**config.mk**
```make
export PLATFORM = sky130hd
export DESIGN_NAME = pwm_multi_channel_flat
export DESIGN_NICKNAME = d
export VERILOG_FILES = /design/src/rtl/pwm_multi_channel_if.sv /design/src/rtl/pwm_multi_channel.sv /design/src/flat_wrapper.sv
export SDC_FILE = /design/constraint.sdc
export NUM_CORES = 1
export LEC_CHECK = 0
export BUFFER_PORTS_ARGS = -buffer_cell sky130_fd_sc_hd__buf_2
export CAP_MARGIN = 20
export CELL_PAD_IN_SITES_DETAIL_PLACEMENT = 1
export CELL_PAD_IN_SITES_GLOBAL_PLACEMENT = 2
export CORE_ASPECT_RATIO = 0.5
export CORE_MARGIN = 4
export CORE_UTILIZATION = 36
export CTS_CLUSTER_SIZE = 30
export DETAILED_ROUTE_END_ITERATION = 6
export GPL_TIMING_DRIVEN = 0
export PLACE_DENSITY = 0.83
export SYNTH_ARGS = -nofsm -noshare
export SYNTH_HDL_FRONTEND = slang
export SYNTH_SLANG_ARGS = --single-unit
```
**constraint.sdc**
```tcl
create_clock -name clk -period 1.9 [get_ports clk]
set_input_delay 0.38 -clock clk [delete_from_list [all_inputs] [get_ports clk]]
set_output_delay 0.38 -clock clk [all_outputs]
set_load 0.005 [all_outputs]
```
**src/rtl/pwm_multi_channel_if.sv**
```systemverilog
// Button inputs, channel select and PWM outputs of pwm_multi_channel.
// master drives the buttons and ch_sel; slave is the PWM generator.
interface pwm_multi_channel_if #(
  parameter int CHANNELS = 4,
  parameter int RES_BITS = 8
);
  localparam int SEL_W = (CHANNELS > 1) ? $clog2(CHANNELS) : 1;

  logic                inc_n;
  logic                dec_n;
  logic [SEL_W-1:0]    ch_sel;
  logic [CHANNELS-1:0] pwm_out;
  logic [RES_BITS-1:0] duty_view;
  logic                period_start;

  modport master (
    output inc_n, dec_n, ch_sel,
    input  pwm_out, duty_view, period_start
  );

  modport slave (
    input  inc_n, dec_n, ch_sel,
    output pwm_out, duty_view, period_start
  );
endinterface

```
**src/rtl/pwm_multi_channel.sv**
```systemverilog
// N-channel PWM generator with debounced inc/dec buttons and a shared period counter.
// Define PWM_CENTER_ALIGNED_EN for a triangle counter (needs RES_BITS >= 2); default is sawtooth.
module pwm_multi_channel #(
  parameter int CHANNELS     = 4,
  parameter int RES_BITS     = 8,
  parameter int PRESCALE     = 50,
  parameter int DEBOUNCE_CYC = 50000,
  parameter int DUTY_STEP    = 16,
  parameter int DUTY_INIT    = 0
) (
  input logic               clk,
  input logic               rst,
  pwm_multi_channel_if.slave bus_if
);
  localparam int SEL_W = (CHANNELS > 1) ? $clog2(CHANNELS) : 1;
  localparam int PS_W  = (PRESCALE > 1) ? $clog2(PRESCALE) : 1;
  localparam int DB_W  = $clog2(DEBOUNCE_CYC + 1);

  localparam logic [RES_BITS-1:0] DMAX    = '1;
  localparam logic [RES_BITS-1:0] CNT_TOP = RES_BITS'((2 ** RES_BITS) - 2);
  localparam logic [RES_BITS-1:0] INIT    = RES_BITS'(DUTY_INIT);
  localparam logic [RES_BITS:0]   STEP    = (RES_BITS + 1)'(DUTY_STEP);
  localparam logic [PS_W-1:0]     PS_TOP  = PS_W'(PRESCALE - 1);
  localparam logic [DB_W-1:0]     DB_TOP  = DB_W'(DEBOUNCE_CYC - 1);

  // bit 0 = increment button, bit 1 = decrement button
  logic [1:0]          raw;
  logic [1:0]          sync1_q, sync2_q;
  logic [1:0]          level_q, level_d;
  logic [1:0]          ev_q, ev_d;
  logic [DB_W-1:0]     db_cnt_q [2];
  logic [DB_W-1:0]     db_cnt_d [2];

  logic [RES_BITS-1:0] target_q [CHANNELS];
  logic [RES_BITS-1:0] target_d [CHANNELS];
  logic [RES_BITS-1:0] active_q [CHANNELS];

  logic [PS_W-1:0]     presc_q, presc_d;
  logic [RES_BITS-1:0] cnt_q, cnt_d;
  logic                tick, boundary;

  logic [CHANNELS-1:0] pwm_q, pwm_d;
  logic [RES_BITS-1:0] duty_view_q;
  logic                period_start_q;

  logic                sel_ok;
  logic [RES_BITS-1:0] cur_duty, inc_duty, dec_duty;
  logic [RES_BITS:0]   inc_sum;

  assign raw = {bus_if.dec_n, bus_if.inc_n};

  // A level is accepted only after DEBOUNCE_CYC consecutive disagreeing samples.
  always_comb begin
    level_d = level_q;
    ev_d    = '0;
    for (int b = 0; b < 2; b++) begin
      db_cnt_d[b] = '0;
      if (sync2_q[b] != level_q[b]) begin
        if (db_cnt_q[b] == DB_TOP) begin
          level_d[b] = sync2_q[b];
          ev_d[b]    = ~sync2_q[b];
        end else begin
          db_cnt_d[b] = db_cnt_q[b] + 1'b1;
        end
      end
    end
  end

  generate
    if (CHANNELS == (1 << SEL_W)) begin : g_sel_full
      assign sel_ok = 1'b1;
    end else begin : g_sel_part
      assign sel_ok = ({1'b0, bus_if.ch_sel} < (SEL_W + 1)'(CHANNELS));
    end
  endgenerate

  assign cur_duty = sel_ok ? target_q[bus_if.ch_sel] : '0;
  assign inc_sum  = {1'b0, cur_duty} + STEP;
  assign inc_duty = (inc_sum > {1'b0, DMAX}) ? DMAX : inc_sum[RES_BITS-1:0];
  assign dec_duty = ({1'b0, cur_duty} < STEP) ? '0 : cur_duty - STEP[RES_BITS-1:0];

  // Simultaneous inc and dec events cancel out.
  always_comb begin
    target_d = target_q;
    if (sel_ok && (ev_q == 2'b01)) begin
      target_d[bus_if.ch_sel] = inc_duty;
    end else if (sel_ok && (ev_q == 2'b10)) begin
      target_d[bus_if.ch_sel] = dec_duty;
    end
  end

  assign tick    = (presc_q == PS_TOP);
  assign presc_d = tick ? '0 : presc_q + 1'b1;

`ifdef PWM_CENTER_ALIGNED_EN
  logic up_q, up_d;

  always_comb begin
    cnt_d    = cnt_q;
    up_d     = up_q;
    boundary = 1'b0;
    if (tick) begin
      if (up_q) begin
        boundary = (cnt_q == '0);
        if (cnt_q == CNT_TOP) begin
          cnt_d = cnt_q - 1'b1;
          up_d  = 1'b0;
        end else begin
          cnt_d = cnt_q + 1'b1;
        end
      end else if (cnt_q == RES_BITS'(1)) begin
        cnt_d = '0;
        up_d  = 1'b1;
      end else begin
        cnt_d = cnt_q - 1'b1;
      end
    end
  end
`else
  always_comb begin
    cnt_d    = cnt_q;
    boundary = 1'b0;
    if (tick) begin
      boundary = (cnt_q == CNT_TOP);
      cnt_d    = boundary ? '0 : cnt_q + 1'b1;
    end
  end
`endif

  // The counter never reaches DMAX, so duty DMAX stays high for the whole period.
  always_comb begin
    for (int i = 0; i < CHANNELS; i++) begin
      pwm_d[i] = (cnt_q < active_q[i]);
    end
  end

  always_ff @(posedge clk) begin
    if (!rst) begin
      sync1_q        <= '1;
      sync2_q        <= '1;
      level_q        <= '1;
      ev_q           <= '0;
      for (int b = 0; b < 2; b++) db_cnt_q[b] <= '0;
      presc_q        <= '0;
      cnt_q          <= '0;
      for (int i = 0; i < CHANNELS; i++) begin
        target_q[i] <= INIT;
        active_q[i] <= INIT;
      end
      pwm_q          <= '0;
      duty_view_q    <= INIT;
      period_start_q <= 1'b0;
`ifdef PWM_CENTER_ALIGNED_EN
      up_q           <= 1'b1;
`endif
    end else begin
      sync1_q        <= raw;
      sync2_q        <= sync1_q;
      level_q        <= level_d;
      ev_q           <= ev_d;
      db_cnt_q       <= db_cnt_d;
      presc_q        <= presc_d;
      cnt_q          <= cnt_d;
      target_q       <= target_d;
      if (boundary) active_q <= target_q;
      pwm_q          <= pwm_d;
      duty_view_q    <= cur_duty;
      period_start_q <= boundary;
`ifdef PWM_CENTER_ALIGNED_EN
      up_q           <= up_d;
`endif
    end
  end

  assign bus_if.pwm_out      = pwm_q;
  assign bus_if.duty_view    = duty_view_q;
  assign bus_if.period_start = period_start_q;
endmodule

```
**src/flat_wrapper.sv**
```systemverilog
// flat-port wrapper written by rule: the top's interface ports become plain ports
module pwm_multi_channel_flat 
#(
  parameter int CHANNELS     = 4,
  parameter int RES_BITS     = 8,
  parameter int PRESCALE     = 50,
  parameter int DEBOUNCE_CYC = 50000,
  parameter int DUTY_STEP    = 16,
  parameter int DUTY_INIT    = 0
)
  (clk, rst, bus_if_inc_n, bus_if_dec_n, bus_if_ch_sel, bus_if_pwm_out, bus_if_duty_view, bus_if_period_start);
  pwm_multi_channel_if #(.CHANNELS(CHANNELS), .RES_BITS(RES_BITS)) bus_if_i ();
  input logic clk;
  input logic rst;
  input wire logic [$bits(bus_if_i.inc_n)-1:0] bus_if_inc_n;
  input wire logic [$bits(bus_if_i.dec_n)-1:0] bus_if_dec_n;
  input wire logic [$bits(bus_if_i.ch_sel)-1:0] bus_if_ch_sel;
  output wire logic [$bits(bus_if_i.pwm_out)-1:0] bus_if_pwm_out;
  output wire logic [$bits(bus_if_i.duty_view)-1:0] bus_if_duty_view;
  output wire logic [$bits(bus_if_i.period_start)-1:0] bus_if_period_start;
  assign bus_if_i.inc_n = bus_if_inc_n;
  assign bus_if_i.dec_n = bus_if_dec_n;
  assign bus_if_i.ch_sel = bus_if_ch_sel;
  assign bus_if_pwm_out = bus_if_i.pwm_out;
  assign bus_if_duty_view = bus_if_i.duty_view;
  assign bus_if_period_start = bus_if_i.period_start;
  pwm_multi_channel #(.CHANNELS(CHANNELS), .RES_BITS(RES_BITS), .PRESCALE(PRESCALE), .DEBOUNCE_CYC(DEBOUNCE_CYC), .DUTY_STEP(DUTY_STEP), .DUTY_INIT(DUTY_INIT)) u_core (.clk(clk), .rst(rst), .bus_if(bus_if_i));
endmodule
```
==> flow_summary.json <==
{
  "p_leak_nw": 2.62,
  "clk_path_buf_depth": 2,
  "num_rows": 32,
  "netlist_top_cells_area": "sky130_fd_sc_hd__dfxtp_1, sky130_fd_sc_hd__ha_1, sky130_fd_sc_hd__nor2_1",
  "dr.first_iter.drc_count": 227,
  "synth.lib_cells_used.distinct": 48,
  "place_hpwl_um": 9790,
  "floorplan.initialDensity_pct": 36.9,
  "num_vias": 4399,
  "synth_nets": 633,
  "floorplan.core_area_um2": 15400,
  "worstHoldPathType": "in -> reg",
  "die_height_um": 96.8,
  "first_pass_grt_wire_length_um": 23500,
  "r2r.worst_path.cells": 7,
  "area_delta_synth_final_pct": 23.5,
  "synthArstFlopShare_pct": 0,
  "setup_slack_ns": -0.213,
  "post-route-drc-count": 0,
  "clk_pin_slew_ns": 0.06,
  "overall_routing_resource_usage_pct": 16.5,
  "cap_viol_max_count": 0,
  "fin_util_pct": 45.5,
  "boundaryPins": 19,
  "cp-start-kind": "register",
  "finalNetCount": 695,
  "buffer_ports.inserted": 17,
  "cts.root.buffer_cell": "sky130_fd_sc_hd__clkbuf_16",
  "finalMaxSlewViolations": 0,
  "violations": "setup timing",
  "worstMarginPinSlew_ns": 0.731,
  "timing.slew.headroom_pct": 51.3,
  "netlist.top_cell.by_area": "sky130_fd_sc_hd__dfxtp_1",
  "place_ws_ns": -0.632,
  "critPathMaxFanout": 5,
  "num_antenna_cells": 0,
  "cp-end-kind": "register",
  "ctsHtreeMaxLevel": 4,
  "hold-path-endpoint": "u_core.sync1_q[1]$_SDFF_PN1_",
  "worst_case_clock_skew_ns": 0.0132,
  "wirelength_um": 14500,
  "final-hold-violation-count": 0,
  "worstReg2RegStart": "u_core.target_q[4]$_SDFFE_PN0P_",
  "via_count_of_the_first_global_routing_pass": 4454,
  "antenna_left": 0,
  "finalSetupViolations": 32,
  "drive_gt1_share_pct": 21.7,
  "regArea_um2": 2640,
  "worst_skew_pair.late_latency_ns": 0.42,
  "floorplan.die_area_um2": 18000,
  "synth_seq_area_share_pct": 46.2,
  "chip_width_um": 186,
  "ys_dominant_reg_cell": "sky130_fd_sc_hd__dfxtp_1",
  "hold_start": "bus_if_dec_n",
  "fmaxAchievable_ghz": 0.473,
  "cp.required_ns": 2.22,
  "n_fill_cell": 1732,
  "holdBufCountCts": 0,
  "grt_setup_unrepaired": "true",
  "synth.ff_latch_count": 131,
  "synthesis.area_per_instance_um2": 9.63,
  "synth_largest_type_area_fraction_pct": 46.2,
  "outcome": "finished, violations left",
  "hold_depth": 2,
  "worst_r2r_endpoint": "u_core.target_q[15]$_SDFFE_PN0P_",
  "detailed_routing_iterations_pass_1": 6,
  "syn_inst_count": 590,
  "cell_area_after_technology_mapping_um2": 5680,
  "reg2reg_slack_ns": -0.21,
  "synth-warning-count": 0,
  "layout_common_cells": "sky130_fd_sc_hd__dfxtp_1, sky130_fd_sc_hd__nor2_1, sky130_fd_sc_hd__inv_1",
  "critical_path_arrival_ns": 2.44,
  "p_per_area_nw_per_um2": 836,
  "tritoncts_clock_tree": "built",
  "globalplace.congestion": 0.745,
  "clock-sinks": 131,
  "multiInputGateArea_um2": 3010,
  "dr_wl_cell_um": 16.7,
  "period_share_pct": 111,
  "cts-buffers-inserted": 17,
  "worst_ir_drop_vdd_mv": 0.688,
  "commonest_non_fill_non_tap_cell_in_the_layout": "sky130_fd_sc_hd__dfxtp_1",
  "grt_max_degree": 17,
  "vias_per_cell": 5.07,
  "globalRoute.totalOverflow": 0,
  "period_needed_ns": 2.11,
  "criticalPathCategory": "reg -> reg",
  "grt_antenna_before_repair": 0,
  "synth_enable_flop_cells": 0
}
==> flip-flops by register name, indices dropped and copies added (netlist names) <==
name and flops:
u_core.sync2_q 2, u_core.cnt_q 8, u_core.bus_if.pwm_out 4, u_core.level_q 2, u_core.bus_if.duty_view 8, u_core.target_q 32, u_core.presc_q 6, u_core.sync1_q 2
u_core.bus_if.period_start 1, u_core.active_q 32, u_core.db_cnt_q 32, u_core.ev_q 2
==> worst max path at each step <==
stage	start	slack, ns	to	depth (start not counted)
after detailed placement	rst	-0.63	u_core.active_q[8]$_SDFFE_PN0P_	5
after CTS	u_core.target_q[4]$_SDFFE_PN0P_	-0.10	u_core.target_q[13]$_SDFFE_PN0P_	8
after floorplan	bus_if_ch_sel[0]	-0.03	u_core.target_q[7]$_SDFFE_PN0P_	6
after global routing	u_core.target_q[20]$_SDFFE_PN0P_	-0.29	u_core.target_q[15]$_SDFFE_PN0P_	7
final	u_core.target_q[4]$_SDFFE_PN0P_	-0.21	u_core.target_q[15]$_SDFFE_PN0P_	7
after global placement	rst	-0.63	u_core.active_q[18]$_SDFFE_PN0P_	5
==> what timing repair did <==
item	in CTS	in global routing
setup buffers	15	12
gates resized for setup	46	36
gates cloned	0	0
pin swaps	10	9
hold endpoints to repair	0	0
setup endpoints to repair	87	85
==> through the flow <==
stage	area (um2)	cells	setup TNS, ns	total power, mW	hold slack (ns)
2_1_floorplan	5710	590	-0.211	2.89	0.386
3_3_place_gp	6050	811	-34.15	2.93	0.394
3_5_place_dp	6050	811	-35.89	2.93	0.396
4_1_cts	6820	857	-0.612	5.92	0.148
5_1_grt	7010	868	-5.44	6.07	0.149
6_report	7010	868	-2.93	5.86	0.152
==> report_power, final <==
| group | internal, mW | switching (mW) | leakage, nW |
|---|---|---|---|
| Combinational | 0.0352 | 0.0732 | 1.29 |
| Clock | 1.85 | 1.14 | 0.265 |
| Sequential | 2.76 | 0.00842 | 1.06 |
| Total | 4.64 | 1.22 | 2.62 |
==> cell usage after synthesis, types with 2 or more instances <==
library cell,number
sky130_fd_sc_hd__o21bai_1,4
sky130_fd_sc_hd__mux4_1,5
sky130_fd_sc_hd__nand3_1,20
sky130_fd_sc_hd__o21a_1,5
sky130_fd_sc_hd__and2_1,2
sky130_fd_sc_hd__a21o_1,9
sky130_fd_sc_hd__nand2_1,26
sky130_fd_sc_hd__ha_1,37
sky130_fd_sc_hd__mux4_2,3
sky130_fd_sc_hd__nand2b_1,8
sky130_fd_sc_hd__a211o_1,4
sky130_fd_sc_hd__a22o_1,32
sky130_fd_sc_hd__xnor2_1,17
sky130_fd_sc_hd__mux2i_1,11
sky130_fd_sc_hd__o21ai_0,28
sky130_fd_sc_hd__dfxtp_1,131
sky130_fd_sc_hd__nor3_1,5
sky130_fd_sc_hd__xor2_1,23
sky130_fd_sc_hd__nand4_1,8
sky130_fd_sc_hd__nor4_1,2
sky130_fd_sc_hd__and3_1,8
sky130_fd_sc_hd__a31oi_1,6
sky130_fd_sc_hd__nor2_1,80
sky130_fd_sc_hd__nor3b_1,4
sky130_fd_sc_hd__clkbuf_1,18
sky130_fd_sc_hd__inv_1,43
sky130_fd_sc_hd__nor2b_1,2
sky130_fd_sc_hd__a211oi_1,12
sky130_fd_sc_hd__a21oi_1,18
==> final cells by class <==
type,instances,share of cell area (%)
clock inverter,6,0.785
sequential,131,37.6
multi-input combinational,393,42.8
clock buffer,25,6.78
tap,204,3.64
timing repair buffer,44,4.16
buffer,21,1.80
inverter,44,2.35
==> per-layer routing <==
metal / vias up / routed length [um] / global-route usage [%]
met2: 63 / 7030 / 28.1
met3: 24 / 552 / 3.72
met1: 2129 / 6660 / 21.4
met5: - / 0 / 0
li1: 2183 / - / -
met4: 0 / 253 / 4.03
==> cell families after synthesis <==
family                   after synthesis  share of synthesized area, %
XOR/XNOR                              40                          6.17
multiplexers                          19                          5.44
AND/OR/NAND/NOR                      174                          14.4
buffers and inverters                 66                          4.58
adder cells (fa/ha/maj)               37                          8.15
flip-flops                           131                          46.2
AO/OA/AOI/OAI                        123                          15.1
==> worst max-delay path: stages, from the launching register on <==
cell                       delay, ns
sky130_fd_sc_hd__dfxtp_2        0.32
sky130_fd_sc_hd__mux4_2         0.57
sky130_fd_sc_hd__buf_4          0.18
sky130_fd_sc_hd__or3_4          0.34
sky130_fd_sc_hd__nor3_2         0.13
sky130_fd_sc_hd__a21o_1         0.16
sky130_fd_sc_hd__o21ai_4        0.10
sky130_fd_sc_hd__a211oi_2       0.23
(Power assumes the default switching activity.)
